## config.mk

```make
export PLATFORM = sky130hd
export DESIGN_NAME = triple_select_arbiter
export DESIGN_NICKNAME = d
export VERILOG_FILES = /design/src/rtl/triple_select_arbiter_pkg.sv /design/src/rtl/triple_select_arbiter_mux.sv /design/src/rtl/triple_select_arbiter.sv
export SDC_FILE = /design/constraint.sdc
export NUM_CORES = 1
export LEC_CHECK = 0
export ABC_AREA = 1
export CORE_MARGIN = 8
export CORE_UTILIZATION = 39
export CTS_BUF_LIST = sky130_fd_sc_hd__clkbuf_4 sky130_fd_sc_hd__clkbuf_8 sky130_fd_sc_hd__clkbuf_16
export DETAILED_ROUTE_END_ITERATION = 12
export PLACE_DENSITY = 0.81
export SETUP_SLACK_MARGIN = 0.15
export SLEW_MARGIN = 25
export SYNTH_ARGS = -nofsm -noshare
export SYNTH_HDL_FRONTEND = slang
export SYNTH_SLANG_ARGS = --single-unit
```

## constraint.sdc

```tcl
create_clock -name Clk -period 1.7 [get_ports Clk]
set_input_delay 0.34 -clock Clk [delete_from_list [all_inputs] [get_ports Clk]]
set_output_delay 0.34 -clock Clk [all_outputs]
set_load 0.05 [all_outputs]
```

## src/rtl/triple_select_arbiter_pkg.sv

```systemverilog
// Shared definitions for the triple select arbiter: word width, state
// encoding, burst defaults and the arbitration decision helper.
package triple_select_arbiter_pkg;

  // Width of every data word in a triple.
  localparam int WORD_W = 32;

  // Default number of consecutive grants one side may take while the
  // other side is also requesting.
  localparam int BURST_MAX_DEFAULT = 4;

  // Burst counter width; holds values up to 15.
  localparam int BURST_W = 4;

  // Output slot state encoding.
  localparam logic [1:0] ST_EMPTY  = 2'd0;
  localparam logic [1:0] ST_FULL_A = 2'd1;
  localparam logic [1:0] ST_FULL_B = 2'd2;

  // Returns 1 when side A should win the slot.
  // A lone requester always wins. With both requesting, the current owner
  // keeps the slot until its burst allowance is spent, then the other side
  // takes over. With no requester the result is unused.
  function automatic logic pick_a(input logic req_a,
                                  input logic req_b,
                                  input logic owner_a,
                                  input logic burst_spent);
    logic result;
    result = owner_a;
    if (req_a && !req_b) begin
      result = 1'b1;
    end else if (!req_a && req_b) begin
      result = 1'b0;
    end else if (req_a && req_b) begin
      result = burst_spent ? !owner_a : owner_a;
    end
    return result;
  endfunction

endpackage

```

## src/rtl/triple_select_arbiter_mux.sv

```systemverilog
// Three-word 2:1 selector: routes either the A triple or the B triple
// to the output register inputs. Sel = 1 picks A.
module Mux32Bit6To3
  import triple_select_arbiter_pkg::*;
(
  input  logic [WORD_W-1:0] A1,
  input  logic [WORD_W-1:0] A2,
  input  logic [WORD_W-1:0] A3,
  input  logic [WORD_W-1:0] B1,
  input  logic [WORD_W-1:0] B2,
  input  logic [WORD_W-1:0] B3,
  input  logic              Sel,
  output logic [WORD_W-1:0] O1,
  output logic [WORD_W-1:0] O2,
  output logic [WORD_W-1:0] O3
);

  assign O1 = Sel ? A1 : B1;
  assign O2 = Sel ? A2 : B2;
  assign O3 = Sel ? A3 : B3;

endmodule

```

## src/rtl/triple_select_arbiter.sv

```systemverilog
// Two-source triple arbiter with a single registered output slot.
//
// Handshake semantics:
//   Input side : ReqA/ReqB is a request; AckA/AckB is a combinational strobe
//                meaning "the triple on your inputs is captured at this clock
//                edge". A requester keeps Req and data steady until its Ack.
//                Dropping Req before Ack simply withdraws the request.
//   Output side: OutValid/OutReady follow valid/ready rules. A triple is
//                consumed on any edge where both are high. While OutValid is
//                high and OutReady is low, Out1..Out3 and Sel do not change.
//                A consumed slot can be refilled on the same edge, so one
//                triple per cycle flows when the consumer is always ready.
module triple_select_arbiter
  import triple_select_arbiter_pkg::*;
#(
  parameter int BURST_MAX = BURST_MAX_DEFAULT,
  parameter int CNT_W     = 16
) (
  input  logic               Clk,
  input  logic               Rst,
  input  logic               ReqA,
  input  logic [WORD_W-1:0]  A1,
  input  logic [WORD_W-1:0]  A2,
  input  logic [WORD_W-1:0]  A3,
  output logic               AckA,
  input  logic               ReqB,
  input  logic [WORD_W-1:0]  B1,
  input  logic [WORD_W-1:0]  B2,
  input  logic [WORD_W-1:0]  B3,
  output logic               AckB,
  output logic               OutValid,
  input  logic               OutReady,
  output logic [WORD_W-1:0]  Out1,
  output logic [WORD_W-1:0]  Out2,
  output logic [WORD_W-1:0]  Out3,
  output logic               Sel,
  output logic [CNT_W-1:0]   TransferCount,
  output logic [1:0]         DbgState,
  output logic [BURST_W-1:0] DbgBurstCnt
);

  localparam logic [BURST_W-1:0] BurstMax = BURST_W'(BURST_MAX);

  // Slot state and output register
  logic [1:0]         state_q, state_d;
  logic [WORD_W-1:0]  out1_q, out2_q, out3_q;
  logic               sel_q, sel_d;

  // Fairness bookkeeping: who owns the current burst and how long it is
  logic               owner_a_q, owner_a_d;
  logic [BURST_W-1:0] burst_q, burst_d;

  // Delivered triple counter
  logic [CNT_W-1:0]   cnt_q, cnt_d;

  // Decision signals
  logic               out_valid;
  logic               consume;
  logic               slot_free;
  logic               any_req;
  logic               grant_a;
  logic               grant;

  // Selected triple headed for the output register
  logic [WORD_W-1:0]  mux_o1, mux_o2, mux_o3;

  assign out_valid = (state_q != ST_EMPTY);
  assign consume   = out_valid & OutReady;
  assign slot_free = (state_q == ST_EMPTY) | consume;
  assign any_req   = ReqA | ReqB;
  assign grant_a   = pick_a(ReqA, ReqB, owner_a_q, burst_q >= BurstMax);

  // Rst gates the grant so no Ack can appear while the block is held in reset.
  assign grant = Rst & slot_free & any_req;
  assign AckA  = grant & grant_a;
  assign AckB  = grant & ~grant_a;

  Mux32Bit6To3 u_mux (
    .A1  (A1),
    .A2  (A2),
    .A3  (A3),
    .B1  (B1),
    .B2  (B2),
    .B3  (B3),
    .Sel (grant_a),
    .O1  (mux_o1),
    .O2  (mux_o2),
    .O3  (mux_o3)
  );

  // Next-state: slot fill/drain, owner and burst tracking, transfer counting.
  always_comb begin
    state_d   = state_q;
    sel_d     = sel_q;
    owner_a_d = owner_a_q;
    burst_d   = burst_q;
    cnt_d     = cnt_q;

    if (consume) begin
      cnt_d = cnt_q + 1'b1;
    end

    if (grant) begin
      state_d = grant_a ? ST_FULL_A : ST_FULL_B;
      sel_d   = grant_a;
      if (grant_a == owner_a_q) begin
        // Saturate so a long solo run cannot overflow the counter.
        if (burst_q < BurstMax) begin
          burst_d = burst_q + 1'b1;
        end
      end else begin
        owner_a_d = grant_a;
        burst_d   = {{(BURST_W-1){1'b0}}, 1'b1};
      end
    end else if (consume) begin
      state_d = ST_EMPTY;
    end
  end

  // Control registers; reset leaves the slot empty with A as burst owner.
  always_ff @(posedge Clk or negedge Rst) begin
    if (!Rst) begin
      state_q   <= ST_EMPTY;
      sel_q     <= 1'b0;
      owner_a_q <= 1'b1;
      burst_q   <= '0;
      cnt_q     <= '0;
    end else begin
      state_q   <= state_d;
      sel_q     <= sel_d;
      owner_a_q <= owner_a_d;
      burst_q   <= burst_d;
      cnt_q     <= cnt_d;
    end
  end

  // Output data register; loads only on a grant so data is sampled at Ack.
  always_ff @(posedge Clk or negedge Rst) begin
    if (!Rst) begin
      out1_q <= '0;
      out2_q <= '0;
      out3_q <= '0;
    end else if (grant) begin
      out1_q <= mux_o1;
      out2_q <= mux_o2;
      out3_q <= mux_o3;
    end
  end

  assign OutValid      = out_valid;
  assign Out1          = out1_q;
  assign Out2          = out2_q;
  assign Out3          = out3_q;
  assign Sel           = sel_q;
  assign TransferCount = cnt_q;
  assign DbgState      = state_q;
  assign DbgBurstCnt   = burst_q;

endmodule
```

# Word level (Yosys, flattened, before mapping)
# Cells that the tools add are included.
# W data, S select, Z words.
# totals
ff_bits	120
elab_cells	46
input_bits	197
output_inout_bits	122
# classes
mux	12
add_sub_neg	2
eq_ne	2
reduce_logical	11
order_cmp	2
bitwise	9
# ops
cell	count
$mux W32	3
$add A16 B1 Y16 const B	1
$mux W4	2
$mux W2	3
$and A1 B1 Y1	5
$add A4 B1 Y4 const B	1
$ge A4 B3 Y1 const B	1
$lt A4 B3 Y1 const B	1
$mux W1	4
$reduce_and A2 Y1	2
$reduce_bool A2 Y1	2
$logic_and A1 B1 Y1	3
$logic_not A1 Y1	3
$logic_not A2 Y1	1
$ne A2 B1 Y1 const B	1
$not A1 Y1	2
$or A1 B1 Y1	2
$eq A1 B1 Y1	1

# Depth between registers and ports, before layout
# Gate-level depths: netlist of the first run.
# logic_depth
ltp_word	8
mapped_depth	9
ltp_nobuf	8

# Modules after synthesis
# Synthesis of the first run repeated with hierarchy kept, for this count alone.
# hier_totals
cells_unflattened	903
area_unflattened_um2	6284.8
# by_module_without_submodules
mod	cells_per_inst	area_per_inst_um2	instances	seq_area_each_um2
triple_select_arbiter	593	5057.4	1	3004.1
Mux32Bit6To3	310	1227.4	1	0.0

# Worst setup path before layout of the first run
# Ideal clock, no wire load.
# synth_timing
path_kind	register to output
startpoint	reg state_q[1] (netlist: DbgState[1])
endpoint	out AckA
setup_slack_ps	-395
path_stages_with_launch	8
n_path_buf	2
required_time_ps	1360
t_arrival_ps	1755
path_cell_list	dfrtp_1 > nor2_4 > nor2_2 > nor2_8 > buf_4 > buf_2 > nand2_1 > inv_1
# synth_via
elab_chain_len	6
word_cells_on_any_way	7
classes_between	5 x bitwise; 2 x reduce/logical
# synth_rtl
item	line_no	source
from (decl)	triple_select_arbiter.sv:45	logic [1:0] state_q, state_d;
from (signal assigned)	triple_select_arbiter.sv:129	state_q <= state_d;
$reduce_bool A2 Y1	triple_select_arbiter.sv:67	assign out_valid = (state_q != ST_EMPTY);
$and A1 B1 Y1	triple_select_arbiter.sv:68	assign consume = out_valid & OutReady;
$or A1 B1 Y1 *	triple_select_arbiter.sv:69	assign slot_free = (state_q == ST_EMPTY) | consume;
$and A1 B1 Y1 * (2 in series)	triple_select_arbiter.sv:74	assign grant = Rst & slot_free & any_req;
$and A1 B1 Y1 *	triple_select_arbiter.sv:75	assign AckA = grant & grant_a;
to (decl)	triple_select_arbiter.sv:25	output logic AckA,
# Mark *: on every way between the ends. The rest lies on a longest branch, timed or not.

# Final worst setup path of the first run
# layout_timing
startpoint	reg burst_q[3] (netlist: DbgBurstCnt[3])
endpoint	out AckA
# layout_via
elab_chain_len	6
# layout_rtl
item	line_no	source
from (decl)	triple_select_arbiter.sv:51	logic [BURST_W-1:0] burst_q, burst_d;
from (signal assigned)	triple_select_arbiter.sv:132	burst_q <= burst_d;
$ge A4 B3 Y1	triple_select_arbiter.sv:71	assign grant_a = pick_a(ReqA, ReqB, owner_a_q, burst_q >= BurstMax);
$mux W1	triple_select_arbiter_pkg.sv:35	result = burst_spent ? !owner_a : owner_a;
$mux W1	triple_select_arbiter_pkg.sv:34	end else if (req_a && req_b) begin
$mux W1	triple_select_arbiter_pkg.sv:32	end else if (!req_a && req_b) begin
$mux W1	triple_select_arbiter_pkg.sv:30	if (req_a && !req_b) begin
$and A1 B1 Y1	triple_select_arbiter.sv:75	
# No other way between the ends.

==> results of run 1 <==
==> worst max-delay path: stages (launching register included) <==
cell	delay (ns)
dfrtp_2	0.43
nor2_4	0.15
nand2_2	0.08
nand3_2	0.09
nand2_4	0.06
nand2_4	0.07
clkinvlp_4	0.13
buf_12	0.17
==> per-layer routing <==
metal / vias up / routed length (µm) / track usage, %
met5: - / 0 / 0
met4: 0 / 1020 / 10.4
met3: 67 / 2240 / 8.01
met2: 366 / 13800 / 36.9
met1: 3372 / 10100 / 28.0
li1: 3144 / - / -
==> worst paths after layout <==
| kind | startpoint | to | slack, ns | cells after the start |
|---|---|---|---|---|
| max | DbgBurstCnt[3]$_DFFE_PN0P_ | AckA | -0.25 | 7 |
| min | Rst | DbgState[1]$_DFFE_PN0P_ | 0.07 | 2 |
| max reg2reg | DbgBurstCnt[3]$_DFFE_PN0P_ | Out1[15]$_DFFE_PN0P_ | 0.02 | 10 |
| min reg2reg | Sel$_DFFE_PN0P_ | Sel$_DFFE_PN0P_ | 0.48 | 2 |
| max in group asynchronous | Rst | DbgBurstCnt[3]$_DFFE_PN0P_ | 1.09 | 2 |
| min in group Clk | Sel$_DFFE_PN0P_ | Sel$_DFFE_PN0P_ | 0.48 | 2 |
==> cell type report <==
cell class                 count  area, µm²  share of cell area [%]
inverter                      22       93.8                   0.799
multi-input combinational    519       3880                    33.1
clock inverter                10        103                   0.874
clock buffer                  22        469                    4.00
tap                          184        230                    1.96
sequential                   120       3010                    25.7
timing repair buffer         381       3950                    33.6
antenna                        1       2.50                  0.0213
==> Yosys cell counts, drive strengths merged <==
| master | count | area share [%] |
|---|---|---|
| o21bai | 1 | 0.13 |
| nand2 | 170 | 11 |
| nor3 | 1 | 0.086 |
| nand3 | 297 | 25 |
| clkbuf | 2 | 0.13 |
| xnor2 | 3 | 0.45 |
| xor2 | 6 | 0.90 |
| buf | 50 | 4.8 |
| and2 | 1 | 0.11 |
| inv | 22 | 1.4 |
| dfrtp | 119 | 51 |
| nor2 | 25 | 2.2 |
| o21ai | 8 | 0.75 |
| nand4 | 5 | 0.54 |
| dfstp | 1 | 0.45 |
| ha | 2 | 0.43 |
==> state kept, by name (all words and copies together) (netlist names) <==
register and cells:
TransferCount 16, owner_a_q 1, Out1 32, DbgBurstCnt 4, Sel 1, Out3 32, DbgState 2, Out2 32
==> report_power, final <==
part | internal (µW) | total [µW] | leakage [µW] | switching, µW
Clock | 2240 | 3540 | 0.000291 | 1300
Combinational | 3780 | 10700 | 0.00358 | 6950
Sequential | 3880 | 4690 | 0.00150 | 807
==> what timing repair did <==
item / CTS / global route
pin swaps: 3 / 50
endpoints found under the setup margin: 19 / 103
resized for setup: 14 / 277
gates cloned: 1 / 13
setup buffers: 6 / 6
==> kinds of logic (layout without fill, tap and decap cells) <==
| kind of cell | after synthesis | in the layout |
|---|---|---|
| buf+inv | 74 | 435 |
| simple gates | 499 | 499 |
| fa+ha+maj | 2 | 2 |
| compound gates | 9 | 9 |
| other cells | 0 | 1 |
| flops | 120 | 120 |
| xor+xnor | 9 | 9 |
==> through the flow <==
stage | hold WS (ns) | worst slack (ns) | cells | power [µW] | setup TNS [ns]
6_report | 0.0723 | -0.245 | 1259 | 19000 | -0.462
4_1_cts | 0.108 | -0.243 | 1239 | 17300 | -0.466
2_1_floorplan | 0.0444 | -0.0753 | 713 | 10100 | -0.134
5_1_grt | 0.133 | -0.302 | 1259 | 19700 | -0.866
3_3_place_gp | 0.466 | -0.230 | 1200 | 13400 | -13.53
3_5_place_dp | 0.469 | -0.276 | 1200 | 13500 | -17.21
==> tab_implementation.tex, run 1 <==
\begin{tabular}{lr}
\hline
Metric & Value \\
\hline
\multicolumn{2}{l}{\textbf{STA}} \\
\quad Number of hold violations in the final report & 0 \\
\quad Highest achievable clock rate & 514 MHz \\
\quad Least-Margin Pin Slew & 0.662 ns \\
\quad Setup repair after global routing missed its margin & yes \\
\quad Setup-failing EPs final & 2 \\
\quad Post-Route Skew & 0.00860 ns \\
\quad Setup slack of the critical path after layout & -0.245 ns \\
\quad Max-Slew Margin vs Limit & 55.9\% \\
\quad Min Tclk post-route & 1.95 ns \\
\quad Count of pins over their slew limit & 0 \\
\quad Portion of the clock cycle consumed by the worst path in the final layout & 114\% \\
\multicolumn{2}{l}{\textbf{Power}} \\
\quad Worst-case vdd ir drop & 981 µV \\
\quad Leakage power summed over all cells & 0.00537 µW \\
\quad P per Cell Area & 1620 nW/µm² \\
\multicolumn{2}{l}{\textbf{Logic synthesis}} \\
\quad Number of nets in the synthesized netlist & 912 \\
\quad Sequential cell area fraction in the yosys report & 51.5\% \\
\quad Combinational family with the most area after synthesis & simple AND/OR/NAND/NOR gates \\
\quad Xor-xnor portion of the synthesized cell area & 1.35\% \\
\quad Compound-gate portion of the synthesized area & 0.879\% \\
\quad Post-Synth Adder-Cell Area & 0.429\% \\
\quad Unique cell type count in the Yosys netlist & 25 \\
\quad Summed instance area of the synthesized netlist & 5830 µm² \\
\quad Total of warnings raised by yosys & 0 \\
\quad Number of standard cells after synthesis & 713 \\
\quad Post-Syn Area per Cell & 8.18 µm² \\
\quad Share of cell area taken by muxes after synthesis & 0\% \\
\quad FF+latch count, synth & 120 \\
\quad Share of synthesized cell area in and, or, nand and nor gates & 39.5\% \\
\multicolumn{2}{l}{\textbf{Detailed routing}} \\
\quad DRC violations left & 0 \\
\quad Wire length reported by the detailed router & 27200 µm \\
\quad Residual antenna-violating net count after detailed routing & 0 \\
\quad 1st-iter DRT viols & 479 \\
\quad Vias/cell & 5.52 \\
\quad Detail-routed net length per standard cell & 21.6 µm \\
\quad Number of search-and-repair iterations in the first detailed-routing pass & 7 \\
\quad Via count of the routed design & 6949 \\
\multicolumn{2}{l}{\textbf{Run}} \\
\quad Max-capacitance violation count & 0 \\
\multicolumn{2}{l}{\textbf{Floorplanning}} \\
\quad Vertical die dimension & 138 µm \\
\quad I/O pins & 319 \\
\quad Effective utilization at floorplan & 40.0\% \\
\quad FP Rows & 44 \\
\quad X dimension of the die & 138 µm \\
\quad Total die area & 19100 µm² \\
\quad Core Footprint & 14600 µm² \\
\multicolumn{2}{l}{\textbf{Global route}} \\
\quad Wire length of the first global-routing pass & 36200 µm \\
\quad GRT Resource Usage Total & 23.2\% \\
\quad Leftover overflow at the end of global routing & 0 \\
\quad Pin count of the biggest net entering global routing & 121 \\
\quad Vias in the first global route & 6686 \\
\quad Initial antenna violation count & 1 \\
\multicolumn{2}{l}{\textbf{Clocking}} \\
\quad Maximum number of buffers from clock root to sink & 2 \\
\quad Clock tree from TritonCTS & built \\
\quad TritonCTS Buffers & 17 \\
\quad Hold buffer count at cts & 0 \\
\quad Clock root buffer & clkbuf\_16 \\
\quad Clock latency of the later-clocked register in the worst-skew pair & 0.41 ns \\
\quad CTS H-Tree Depth & 4 \\
\quad Clock Sinks & 120 \\
\quad Clock-pin slew reported for the worst setup and hold paths after clock tree synthesis & 0.05 ns \\
\multicolumn{2}{l}{\textbf{Layout}} \\
\quad Fillers & 863 \\
\quad Top library cells by usage in the layout, fill and taps aside & 193 x clkdlybuf4s50\_1, 160 x nand2\_1, 141 x nand3\_2, 138 x buf\_4, 113 x dfrtp\_1 \\
\quad Post-layout util & 80.5\% \\
\quad Commonest non-fill, non-tap cell in the layout & clkdlybuf4s50\_1 \\
\quad Design area & 11700 µm² \\
\quad Layout Area Growth over Synthesis & 101\% \\
\quad Nets & 1260 \\
\quad Fraction of layout cells with a size suffix above 1 & 40.9\% \\
\multicolumn{2}{l}{\textbf{Status}} \\
\quad Result of the run & finished with violations \\
\quad Violated checks & negative setup slack \\
\multicolumn{2}{l}{\textbf{Place}} \\
\quad Port Buffer Count & 318 \\
\quad Area after DPL & 9220 µm² \\
\quad GPL Wtd Cong & 0.858 \\
\quad Post-DP HPWL & 16500 µm \\
\multicolumn{2}{l}{\textbf{Setup path}} \\
\quad Critical Path End Type & output port \\
\quad Setup Crit Path Kind & reg -> out \\
\quad Worst endpoint required time & 1.36 ns \\
\quad Peak fanout along the critical path & 3 \\
\quad Data arrival at the endpoint of the critical path & 1.61 ns \\
\quad Critical Path Source Type & register \\
\multicolumn{2}{l}{\textbf{Min path}} \\
\quad HP Class & in -> async \\
\hline
\end{tabular}
(Power assumes the default switching activity.)
==> run 2: changes to the inputs <==
- PLACE_DENSITY: 0.81 -> 0.93
==> tab_implementation.tex, run 2 (synthesized netlist as in run 1, its figures left out) <==
\begin{tabular}{lr}
\hline
Metric & Value \\
\hline
\multicolumn{2}{l}{\textbf{Setup path}} \\
\quad Capture point of the worst reg-to-reg path & Out2[2]\$\_DFFE\_PN0P\_ \\
\quad Peak fanout along the critical path & 3 \\
\quad Critical Path End Type & output port \\
\quad R2r setup slk & -0.16 ns \\
\quad Critical Path Source Type & register \\
\quad Worst endpoint required time & 1.36 ns \\
\quad Data arrival at the endpoint of the critical path & 1.68 ns \\
\quad Setup Crit Path Kind & reg -> out \\
\quad Reg-to-Reg Start & DbgBurstCnt[3]\$\_DFFE\_PN0P\_ \\
\quad Cell count of the worst reg-to-reg path & 11 \\
\multicolumn{2}{l}{\textbf{Clocking}} \\
\quad Clock root buffer & clkbuf\_16 \\
\quad Maximum number of buffers from clock root to sink & 2 \\
\quad Hold buffer count at cts & 0 \\
\quad CTS H-Tree Depth & 4 \\
\quad Clock latency of the later-clocked register in the worst-skew pair & 0.42 ns \\
\quad TritonCTS Buffers & 17 \\
\quad Clock Sinks & 120 \\
\quad Clock tree from TritonCTS & built \\
\quad Clock-pin slew reported for the worst setup and hold paths after clock tree synthesis & 0.06 ns \\
\multicolumn{2}{l}{\textbf{Layout}} \\
\quad Fillers & 795 \\
\quad Commonest non-fill, non-tap cell in the layout & clkdlybuf4s50\_1 \\
\quad Layout Area Growth over Synthesis & 97.8\% \\
\quad Nets & 1258 \\
\quad Inserted Diodes & 0 \\
\quad Fraction of layout cells with a size suffix above 1 & 40.3\% \\
\quad Top library cells by usage in the layout, fill and taps aside & 193 x clkdlybuf4s50\_1, 161 x nand2\_1, 143 x nand3\_2, 142 x buf\_4, 113 x dfrtp\_1 \\
\multicolumn{2}{l}{\textbf{STA}} \\
\quad Max-Slew Margin vs Limit & 54.8\% \\
\quad Highest achievable clock rate & 496 MHz \\
\quad Min Tclk post-route & 2.02 ns \\
\quad Post-Route Skew & 0.0115 ns \\
\quad Setup repair after global routing missed its margin & yes \\
\quad Portion of the clock cycle consumed by the worst path in the final layout & 119\% \\
\quad Count of pins over their slew limit & 0 \\
\quad Final sum of negative setup slack & -4.75 ns \\
\quad Setup slack of the critical path after layout & -0.315 ns \\
\quad Number of hold violations in the final report & 0 \\
\quad Hold Slack & 0.0686 ns \\
\quad Least-Margin Pin Slew & 0.678 ns \\
\quad Setup-failing EPs final & 70 \\
\multicolumn{2}{l}{\textbf{Floorplanning}} \\
\quad I/O pins & 319 \\
\quad Effective utilization at floorplan & 40.0\% \\
\quad Vertical die dimension & 138 µm \\
\quad FP Rows & 44 \\
\quad Total die area & 19100 µm² \\
\quad X dimension of the die & 138 µm \\
\quad Core Footprint & 14600 µm² \\
\multicolumn{2}{l}{\textbf{Detailed routing}} \\
\quad Number of search-and-repair iterations in the first detailed-routing pass & 6 \\
\quad 1st-iter DRT viols & 550 \\
\quad DRC violations left & 0 \\
\quad Residual antenna-violating net count after detailed routing & 0 \\
\quad Detail-routed net length per standard cell & 23.3 µm \\
\quad Wire length reported by the detailed router & 29200 µm \\
\quad Via count of the routed design & 7156 \\
\quad Vias/cell & 5.70 \\
\multicolumn{2}{l}{\textbf{Status}} \\
\quad Result of the run & finished with violations \\
\quad Violated checks & negative setup slack \\
\multicolumn{2}{l}{\textbf{Power}} \\
\quad P per Cell Area & 1640 nW/µm² \\
\quad Leakage power summed over all cells & 0.00529 µW \\
\quad Worst-case vdd ir drop & 1080 µV \\
\multicolumn{2}{l}{\textbf{Global route}} \\
\quad Vias in the first global route & 6743 \\
\quad Wire length of the first global-routing pass & 36000 µm \\
\quad Initial antenna violation count & 0 \\
\quad GRT Resource Usage Total & 23.2\% \\
\quad Pin count of the biggest net entering global routing & 121 \\
\quad Leftover overflow at the end of global routing & 0 \\
\multicolumn{2}{l}{\textbf{Place}} \\
\quad Post-DP HPWL & 16700 µm \\
\quad GPL Wtd Cong & 0.845 \\
\quad Port Buffer Count & 318 \\
\multicolumn{2}{l}{\textbf{Run}} \\
\quad Max-capacitance violation count & 0 \\
\multicolumn{2}{l}{\textbf{Min path}} \\
\quad HP Class & in -> async \\
\hline
\end{tabular}
run 2: cell count changes in the layout (fill, tap and decap cells not counted), moves of 2 or more:
cell       previous run  this run
nand3_1             103       108
buf_4               138       142
clkbuf_16            28        24
buf_12               24        20
buf_16                2         4
nand3_2             141       143
nand3_4              53        46
run 2: layer usage:
layer	track usage (%)	share of wire (%)	up-vias
li1	-	-	3123
met5	0	0	-
met4	9.50	4.2	0
met3	7.09	8.2	93
met1	26.5	36	3503
met2	39.7	52	437
run 2: how the worst max path moves through the flow:
stage | start | to
after global placement | ReqB | AckB
after CTS | DbgBurstCnt[2]$_DFFE_PN0P_ | AckA
after detailed placement | ReqB | AckB
after floorplan | DbgState[0]$_DFFE_PN0P_ | AckA
final | DbgBurstCnt[3]$_DFFE_PN0P_ | AckB
after global routing | DbgBurstCnt[3]$_DFFE_PN0P_ | AckB
run 2: area by class of cell:
| type | count | area (µm²) | area share (%) |
|---|---|---|---|
| clock buffer | 22 | 469 | 4.07 |
| tap | 184 | 230 | 2.00 |
| timing repair buffer | 379 | 3850 | 33.3 |
| inverter | 22 | 92.6 | 0.803 |
| multi-input combinational | 519 | 3810 | 33.0 |
| sequential | 120 | 3010 | 26.1 |
| clock inverter | 10 | 80.1 | 0.694 |
run 2: timing repair:
item                                    in CTS  in global routing
gates cloned                                 3                  9
resized for setup                           23                257
pin swaps                                    5                 20
buffers inserted                             8                  5
endpoints found under the setup margin      13                105
run 2: critical path, stage by stage (launching register included):
cell and delay, ns:
dfrtp_2 0.45, nor2_4 0.17, nand2_2 0.08, nand2_1 0.10, nand2_2 0.08, nand2_4 0.08
nand2_4 0.06, clkinvlp_4 0.09, buf_12 0.14
run 2: report_power, final:
group | internal [µW] | switching [µW] | total [µW]
combinational | 3720 | 7000 | 10700
sequential | 3880 | 846 | 4730
clock | 2090 | 1340 | 3430
run 2: per-stage QoR:
step	instance area, µm²	setup slack (ns)	total power [µW]	util [%]	cells
5_1_grt	11500	-0.368	19600	79.1	1256
4_1_cts	9940	-0.211	17200	68.1	1242
2_1_floorplan	5870	-0.0753	10100	-	713
3_3_place_gp	9140	-0.207	13200	62.6	1199
3_5_place_dp	9140	-0.239	13400	62.6	1199
6_report	11500	-0.315	18900	79.1	1256
==> run 3: changes to the inputs <==
- clock period: 1.7 -> 2.1 ns (I/O delays scaled with it)
==> tab_implementation.tex, run 3 (synthesized netlist as in run 1, its figures left out) <==
\begin{tabular}{lr}
\hline
Metric & Value \\
\hline
\multicolumn{2}{l}{\textbf{Power}} \\
\quad Net switching power & 6400 µW \\
\quad Worst-case vdd ir drop & 998 µV \\
\quad Fraction of power consumed by combinational cells & 50.1\% \\
\quad Share of total power in the clock network & 22.7\% \\
\quad Sequential share of power & 27.2\% \\
\quad Pint & 7090 µW \\
\quad Leakage power summed over all cells & 0.00468 µW \\
\quad P per Cell Area & 1360 nW/µm² \\
\quad Switching part of the total & 47.4\% \\
\quad Total power & 13500 µW \\
\multicolumn{2}{l}{\textbf{Detailed routing}} \\
\quad Number of search-and-repair iterations in the first detailed-routing pass & 5 \\
\quad Via count of the routed design & 6471 \\
\quad Detail-routed net length per standard cell & 18.0 µm \\
\quad DRC violations left & 0 \\
\quad Residual antenna-violating net count after detailed routing & 0 \\
\quad Wire length reported by the detailed router & 22100 µm \\
\quad Vias/cell & 5.29 \\
\quad 1st-iter DRT viols & 472 \\
\multicolumn{2}{l}{\textbf{Floorplanning}} \\
\quad Total die area & 19100 µm² \\
\quad FP Rows & 44 \\
\quad Vertical die dimension & 138 µm \\
\quad Core Footprint & 14600 µm² \\
\quad X dimension of the die & 138 µm \\
\quad Effective utilization at floorplan & 40.0\% \\
\quad I/O pins & 319 \\
\multicolumn{2}{l}{\textbf{Clocking}} \\
\quad CTS H-Tree Depth & 4 \\
\quad Clock latency of the later-clocked register in the worst-skew pair & 0.41 ns \\
\quad Clock tree from TritonCTS & built \\
\quad TritonCTS Buffers & 17 \\
\quad Clock Sinks & 120 \\
\quad Clock-pin slew reported for the worst setup and hold paths after clock tree synthesis & 0.05 ns \\
\quad Clock root buffer & clkbuf\_16 \\
\quad Maximum number of buffers from clock root to sink & 2 \\
\multicolumn{2}{l}{\textbf{Global route}} \\
\quad Initial antenna violation count & 3 \\
\quad Wire length of the first global-routing pass & 34800 µm \\
\quad Pin count of the biggest net entering global routing & 121 \\
\quad GRT Resource Usage Total & 22.4\% \\
\quad Vias in the first global route & 6625 \\
\quad Leftover overflow at the end of global routing & 0 \\
\multicolumn{2}{l}{\textbf{Layout}} \\
\quad Fraction of layout cells with a size suffix above 1 & 11.3\% \\
\quad Top library cells by usage in the layout, fill and taps aside & 270 x nand3\_1, 193 x clkdlybuf4s50\_1, 162 x nand2\_1, 116 x dlygate4sd2\_1, 115 x dfrtp\_1 \\
\quad Commonest non-fill, non-tap cell in the layout & nand3\_1 \\
\quad Design area & 9920 µm² \\
\quad Nets & 1225 \\
\quad Layout Area Growth over Synthesis & 70.1\% \\
\multicolumn{2}{l}{\textbf{Run}} \\
\quad Max-capacitance violation count & 0 \\
\multicolumn{2}{l}{\textbf{STA}} \\
\quad Count of pins over their slew limit & 0 \\
\quad Max-Slew Margin vs Limit & 53.1\% \\
\quad Final sum of negative setup slack & 0 ns \\
\quad Min Tclk post-route & 2.03 ns \\
\quad Post-Route Skew & 0.00628 ns \\
\quad Portion of the clock cycle consumed by the worst path in the final layout & 96.6\% \\
\quad Number of hold violations in the final report & 0 \\
\quad Least-Margin Pin Slew & 0.703 ns \\
\quad Hold Slack & 0.0862 ns \\
\quad Setup repair after global routing missed its margin & yes \\
\quad Setup-failing EPs final & 0 \\
\quad Highest achievable clock rate & 493 MHz \\
\multicolumn{2}{l}{\textbf{Place}} \\
\quad Port Buffer Count & 318 \\
\quad GPL Wtd Cong & 0.844 \\
\quad Area after DPL & 9230 µm² \\
\quad Post-DP HPWL & 15900 µm \\
\multicolumn{2}{l}{\textbf{Setup path}} \\
\quad Worst endpoint required time & 1.68 ns \\
\quad Critical Path End Type & output port \\
\quad R2r setup slk & 0.23 ns \\
\quad Critical Path Source Type & register \\
\quad Data arrival at the endpoint of the critical path & 1.61 ns \\
\quad Setup Crit Path Kind & reg -> out \\
\quad Peak fanout along the critical path & 3 \\
\multicolumn{2}{l}{\textbf{Status}} \\
\quad Result of the run & finished, final reports clean \\
\multicolumn{2}{l}{\textbf{Min path}} \\
\quad HP Class & in -> async \\
\hline
\end{tabular}
==> run 3: worst max-delay path, stage by stage (launching register included) <==
cell and delay [ns]:
dfrtp_2 0.43, nor2_4 0.17, nand2_2 0.09, nand2_1 0.08
nand2_2 0.08, nand2_4 0.08, nand2_4 0.06, clkinvlp_4 0.08
buf_12 0.13
==> run 3: area by class of cell <==
class	count	area, µm²
tap	184	230
inverter	22	90.1
fill	1152	4660
clock buffer	24	509
clock inverter	7	115
multi-input combinational	519	2640
sequential	120	3010
antenna	1	2.50
timing repair buffer	346	3330
==> run 3: power by group through the flow <==
stage,Combinational [µW],Clock (µW),Sequential (µW)
6_report,6760,3060,3670
4_1_cts,6730,3120,3660
2_1_floorplan,1620,0,6520
3_3_place_gp,7110,0,3680
3_5_place_dp,7200,0,3710
5_1_grt,7170,3230,3780
==> run 3: through the flow <==
| step | util (%) | std cells | setup slack, ns |
|---|---|---|---|
| after detailed placement | 63.3 | 1185 | -0.0347 |
| after global placement | 63.3 | 1185 | -0.00490 |
| after floorplan | - | 713 | 0.152 |
| final | 68.0 | 1223 | 0.0722 |
| after global routing | 68.0 | 1223 | -0.00268 |
| after CTS | 67.0 | 1219 | 0.0792 |
==> run 3: worst paths after layout <==
check	startpoint	to	cells after the start
max	DbgBurstCnt[3]$_DFFE_PN0P_	AckA	8
min	Rst	Out3[9]$_DFFE_PN0P_	2
max reg2reg	DbgBurstCnt[3]$_DFFE_PN0P_	Out2[17]$_DFFE_PN0P_	10
min reg2reg	Out1[28]$_DFFE_PN0P_	Out1[28]$_DFFE_PN0P_	2
max in group asynchronous	Rst	DbgBurstCnt[2]$_DFFE_PN0P_	2
min in group Clk	Out1[28]$_DFFE_PN0P_	Out1[28]$_DFFE_PN0P_	2
==> run 3: repair_timing <==
action | in CTS | in global routing
buffers inserted | 3 | 3
setup endpoints to repair | 117 | 3
gates resized for setup | 127 | 28
hold buffers | 0 | 0
pin swaps | 3 | 2
==> run 3: per-layer routing <==
metal	routed length [µm]	share of wire, %	track usage [%]
met4	824	3.7	9.55
met2	10900	49	37.1
met3	2110	9.5	9.42
met1	8220	37	24.9
met5	22	0.10	0
